--- config.mk ---
export PLATFORM = sky130hd
export DESIGN_NAME = serial_receiver
export DESIGN_NICKNAME = d
export VERILOG_FILES = /design/src/rtl/serial_receiver_pkg.sv /design/src/rtl/serial_receiver_sync_2ff.sv /design/src/rtl/serial_receiver.sv
export SDC_FILE = /design/constraint.sdc
export NUM_CORES = 1
export LEC_CHECK = 0
export CAP_MARGIN = 5
export CORE_MARGIN = 10
export CORE_UTILIZATION = 60
export CTS_CLUSTER_DIAMETER = 100
export DETAILED_ROUTE_END_ITERATION = 7
export DONT_BUFFER_PORTS = 1
export HOLD_SLACK_MARGIN = 0.02
export PLACE_DENSITY = 0.85
export SETUP_SLACK_MARGIN = 0.05
export SYNTH_ARGS = -nofsm -noshare
export SYNTH_HDL_FRONTEND = slang
export SYNTH_HIERARCHICAL = 1
export SYNTH_SLANG_ARGS = --single-unit
--- constraint.sdc ---
create_clock -name clk -period 3.15 [get_ports clk]
set_clock_uncertainty 0.2 [all_clocks]
set_input_delay 0.63 -clock clk [delete_from_list [all_inputs] [get_ports clk]]
set_output_delay 0.63 -clock clk [all_outputs]
set_load 0.01 [all_outputs]
--- src/rtl/serial_receiver_pkg.sv ---
// Shared definitions for the serial receiver: FSM encoding and line-level constants.
package serial_receiver_pkg;

  typedef enum logic [1:0] {
    IDLE  = 2'd0,
    START = 2'd1,
    DATA  = 2'd2,
    STOP  = 2'd3
  } rx_state_e;

  localparam int   DATA_BITS  = 8;
  localparam logic START_BIT  = 1'b1;
  localparam logic STOP_BIT   = 1'b0;
  localparam logic IDLE_LEVEL = 1'b0;

endpackage

--- src/rtl/serial_receiver_sync_2ff.sv ---
// Two-flop synchronizer for the asynchronous serial line.
module sync_2ff
  import serial_receiver_pkg::*;
(
  input  logic clk,
  input  logic rst,
  input  logic d,
  output logic q
);

  logic meta;

  always_ff @(posedge clk or negedge rst) begin
    if (!rst) begin
      meta <= IDLE_LEVEL;
      q    <= IDLE_LEVEL;
    end else begin
      meta <= d;
      q    <= meta;
    end
  end

endmodule

--- src/rtl/serial_receiver.sv ---
// Serial byte receiver: start 1, 8 data bits MSB first, stop 0, mid-bit sampling.
// state | meaning: IDLE wait for 0->1 edge | START confirm start bit | DATA shift 8 bits | STOP check stop bit
module serial_receiver
  import serial_receiver_pkg::*;
#(
  parameter int CLKS_PER_BIT = 4
) (
  input  logic       clk,
  input  logic       rst,
  input  logic       rxd,
  output logic [7:0] data,
  output logic       valid,
  output logic       frame_err,
  output logic       busy
);

  localparam int              CW        = $clog2(CLKS_PER_BIT);
  localparam int              IW        = $clog2(DATA_BITS);
  localparam logic [CW-1:0]   HALF_LOAD = CW'(CLKS_PER_BIT / 2 - 1);
  localparam logic [CW-1:0]   BIT_LOAD  = CW'(CLKS_PER_BIT - 1);

  rx_state_e                state;
  rx_state_e                state_next;
  logic                     rxd_s;
  logic                     rxd_prev;
  logic [1:0]               warm;
  logic [CW-1:0]            bit_cnt;
  logic [IW-1:0]            bit_idx;
  logic [DATA_BITS-1:0]     shift;
  logic                     tick;
  logic                     start_edge;
  logic                     sample_bit;
  logic                     accept;
  logic                     reject;
  logic                     load_cnt;

  sync_2ff u_sync (
    .clk (clk),
    .rst (rst),
    .d   (rxd),
    .q   (rxd_s)
  );

  // The previous-sample flop holds the start level until the synchronizer has
  // refilled after reset, so a line already high at release cannot look like an edge.
  always_ff @(posedge clk or negedge rst) begin
    if (!rst) begin
      warm     <= 2'b00;
      rxd_prev <= START_BIT;
    end else begin
      warm     <= {warm[0], 1'b1};
      rxd_prev <= warm[1] ? rxd_s : START_BIT;
    end
  end

  assign start_edge = (rxd_s == START_BIT) && (rxd_prev == IDLE_LEVEL);
  assign tick       = (bit_cnt == '0);

  always_ff @(posedge clk or negedge rst) begin
    if (!rst) state <= IDLE;
    else      state <= state_next;
  end

  always_comb begin
    state_next = state;
    case (state)
      IDLE:    if (start_edge) state_next = START;
      START:   if (tick) state_next = (rxd_s == START_BIT) ? DATA : IDLE;
      DATA:    if (tick && (bit_idx == IW'(DATA_BITS - 1))) state_next = STOP;
      STOP:    if (tick) state_next = IDLE;
      default: state_next = IDLE;
    endcase
  end

  always_comb begin
    busy       = (state != IDLE);
    sample_bit = (state == DATA) && tick;
    accept     = (state == STOP) && tick && (rxd_s == STOP_BIT);
    reject     = (state == STOP) && tick && (rxd_s != STOP_BIT);
    load_cnt   = (state_next != state) || sample_bit;
  end

  always_ff @(posedge clk or negedge rst) begin
    if (!rst) begin
      bit_cnt   <= '0;
      bit_idx   <= '0;
      shift     <= '0;
      data      <= '0;
      valid     <= 1'b0;
      frame_err <= 1'b0;
    end else begin
      valid     <= accept;
      frame_err <= reject;
      if (load_cnt)  bit_cnt <= (state_next == START) ? HALF_LOAD : BIT_LOAD;
      else if (!tick) bit_cnt <= bit_cnt - CW'(1);
      if (state == IDLE)   bit_idx <= '0;
      else if (sample_bit) bit_idx <= bit_idx + IW'(1);
      if (sample_bit) shift <= {shift[DATA_BITS-2:0], rxd_s};
      if (accept)     data  <= shift;
    end
  end

endmodule

==> results.py <==
metrics = {
    "status": {
        "status": "completed",
    },
    "power": {
        "share_comb_of_total_power": 0.202,
        "internal-power_uw": 618,
        "p_seq_frac": 0.578,
        "p_clk_frac": 0.220,
        "irDropWorstVdd_uv": 425,
        "sw_frac_of_total": 0.295,
        "p_switching_uw": 259,
        "p_leak_nw": 0.653,
        "p_per_area_nw_per_um2": 685,
    },
    "clock_tree": {
        "insertion_delay_ps": 310,
        "cts_root_buf": "clkbuf_4",
        "numCtsBuffers": 5,
        "cts_tree": "yes",
        "htreeDepth": 2,
        "path_clk_slew_ps": 80,
        "post_cts_resized": 0,
        "cts.sinks": 30,
        "cts.path.max_buffers": 2,
    },
    "floorplanning": {
        "io_pins": 14,
        "chipWidth_um": 64.6,
        "die_h_um": 64.6,
        "initial_core_util": 0.620,
        "core_area_um2": 1920,
        "dieArea_um2": 4170,
        "num_rows": 16,
    },
    "routing": {
        "final_antenna_net_count": 0,
        "num_vias": 646,
        "wl_per_cell_um": 15.9,
        "drt_iter0_markers": 17,
        "via_per_inst": 5.47,
        "wirelength_um": 1880,
        "drc": 0,
        "first_pass_iters": 2,
    },
    "timing": {
        "final_hold_viol_count": 0,
        "tns_ps": 0,
        "period_share": 0.670,
        "report.final.setup_viol": 0,
        "rsz0062_at_grt": "false",
        "drv_slew": 0,
        "finalCriticalPeriod_ps": 2110,
        "fmax_mhz": 474,
        "worstMarginPinSlew_ps": 574,
        "relSlewSlack": 0.616,
    },
    "critical_path": {
        "path_class": "flop to flop",
        "crit_slowest_cell": "or3_1",
        "cp_slowest_stage_delay_ps": 560,
        "critPathCaptureType": "flop",
        "worst_ep_arrival_time_ps": 2100,
        "cp-start-kind": "flop",
        "cp_num_buf_inv": 1,
        "critPathTopFamily": "simple AND/OR/NAND/NOR gates",
        "cp_num_cells": 5,
        "crit_path_cell_trace": "inv_1, ha_1, nand2_2, or3_1, mux2_4",
        "worstRegToRegCells": 5,
        "path_max_fanout": 9,
        "cp.required_ps": 3140,
    },
    "cells_and_area": {
        "finish.net_count": 97,
        "drive_gt1_frac": 0.286,
        "syn_to_final_growth_pct": 7.46,
        "postLayoutCoreUtil": 0.666,
        "n_antenna_cell": 0,
    },
    "yosys": {
        "synth_area_leaders": "dfrtp_1 61%, mux2_4 10%, mux2_2 7.6%, ha_1 3.2%, o21ai_0 2.9%",
        "synth_top_area_share": 0.609,
        "synth_top_area_cell": "dfrtp_1",
        "synth_most_common_cell": "dfrtp_1",
        "synth.top_cells.by_count": "29 x dfrtp_1, 8 x mux2_2, 8 x mux2_4",
        "synth.avg_cell_area_um2": 14.0,
        "synth.distinct_cells": 23,
        "synth_warnings": 6,
        "synthArstFlopShare": 1.00,
        "netlist_area_um2": 1190,
        "yosysSeqAreaShare": 0.631,
        "syn_nets": 91,
        "ys_ff_latch": 30,
        "synth_edf_count": 0,
        "syn_inst": 85,
        "synth_flop_cell": "dfrtp_1",
    },
    "placement": {
        "dpl.hpwl_um": 1360,
        "place.gp.congestion": 0.802,
        "io_buffers": 0,
    },
    "grt": {
        "grt_pass1_wl_um": 3380,
        "grt_overflow": 0,
        "grt_start_max_net_pins": 31,
        "antenna_found_initial": 0,
        "grt_pass1_vias": 701,
        "grt_util_all_layers": 0.106,
    },
    "hold_path": {
        "hp-class": "primary input to flop",
        "hold_path_depth": 0,
    },
    "run": {
        "drv_cap": 0,
    },
}
## placed cells by master, fill, tap and decap left out, types with 2 or more instances in the layout
cell type and n:
a21oi_1 2, clkbuf_1 2, clkbuf_4 5, dfrtp_1 29, ha_1 3, inv_1 7, mux2_2 8, mux2_4 8
nand2b_1 2, nand3_1 5, o21ai_0 7
## registers in the layout (all words and copies together), names as in the netlist
| signal | count |
|---|---|
| data | 8 |
| frame_err | 1 |
| bit_idx | 3 |
| bit_cnt | 2 |
| warm | 2 |
| state | 2 |
| u_sync/meta | 1 |
| valid | 1 |
| shift | 8 |
| u_sync/q | 1 |
| rxd_prev | 1 |
## kinds of logic after synthesis
family,Yosys count,synth area share
buf+inv,10,0.0389
simple gates,15,0.0746
mux,16,0.176
compound gates,10,0.0441
fa+ha+maj,3,0.0315
flops,30,0.631
other cells,1,0.00315
## per-stage QoR
step           instances  worst slack, ps  hold slack (ps)  instance area, um^2  power [mW]
2_1_floorplan         85             1330              131                 1190       0.641
3_3_place_gp         109             1150              133                 1200       0.665
3_5_place_dp         109             1070              135                 1200       0.684
4_1_cts              118             1020              130                 1280       0.893
5_1_grt              118              908              113                 1280       0.953
6_report             118             1040              147                 1280       0.876
## routing by layer
layer	wire length (um)	track usage	part of all wire	up-vias
li1	-	-	-	297
met1	722	0.109	0.39	334
met2	984	0.171	0.52	11
met3	137	0.0567	0.073	4
met4	30	0.0535	0.016	0
met5	0	0	0	-
## power by group through the flow
| stage | logic [mW] | registers, mW | clock network [mW] |
|---|---|---|---|
| after detailed placement | 0.168 | 0.516 | 0 |
| after floorplan | 0.145 | 0.497 | 0 |
| after global routing | 0.213 | 0.520 | 0.220 |
| after CTS | 0.182 | 0.508 | 0.204 |
| after global placement | 0.157 | 0.508 | 0 |
| final | 0.177 | 0.507 | 0.193 |
## what timing repair did
item                                   in CTS  in global routing
hold buffers                                2                  0
endpoints found under the hold margin      30                  0
setup buffers                               0                  0
## worst paths after layout
path                            slack, ps         from           to
min in group asynchronous             560          rst    frame_err
worst min-delay path                  150          rxd  u_sync/meta
worst min register to register        160  u_sync/meta     u_sync/q
max in group asynchronous            1960          rst     rxd_prev
worst max register to register       1040   bit_cnt[0]      data[4]
worst max-delay path                 1040   bit_cnt[0]      data[4]
## cell type report
| class | instances | area, um^2 |
|---|---|---|
| tap | 27 | 33.8 |
| multi-input combinational | 45 | 393 |
| fill | 142 | 642 |
| timing repair buffer | 2 | 30.0 |
| inverter | 7 | 26.3 |
| clock buffer | 7 | 45.0 |
| sequential | 30 | 752 |
(Power assumes the default switching activity.)
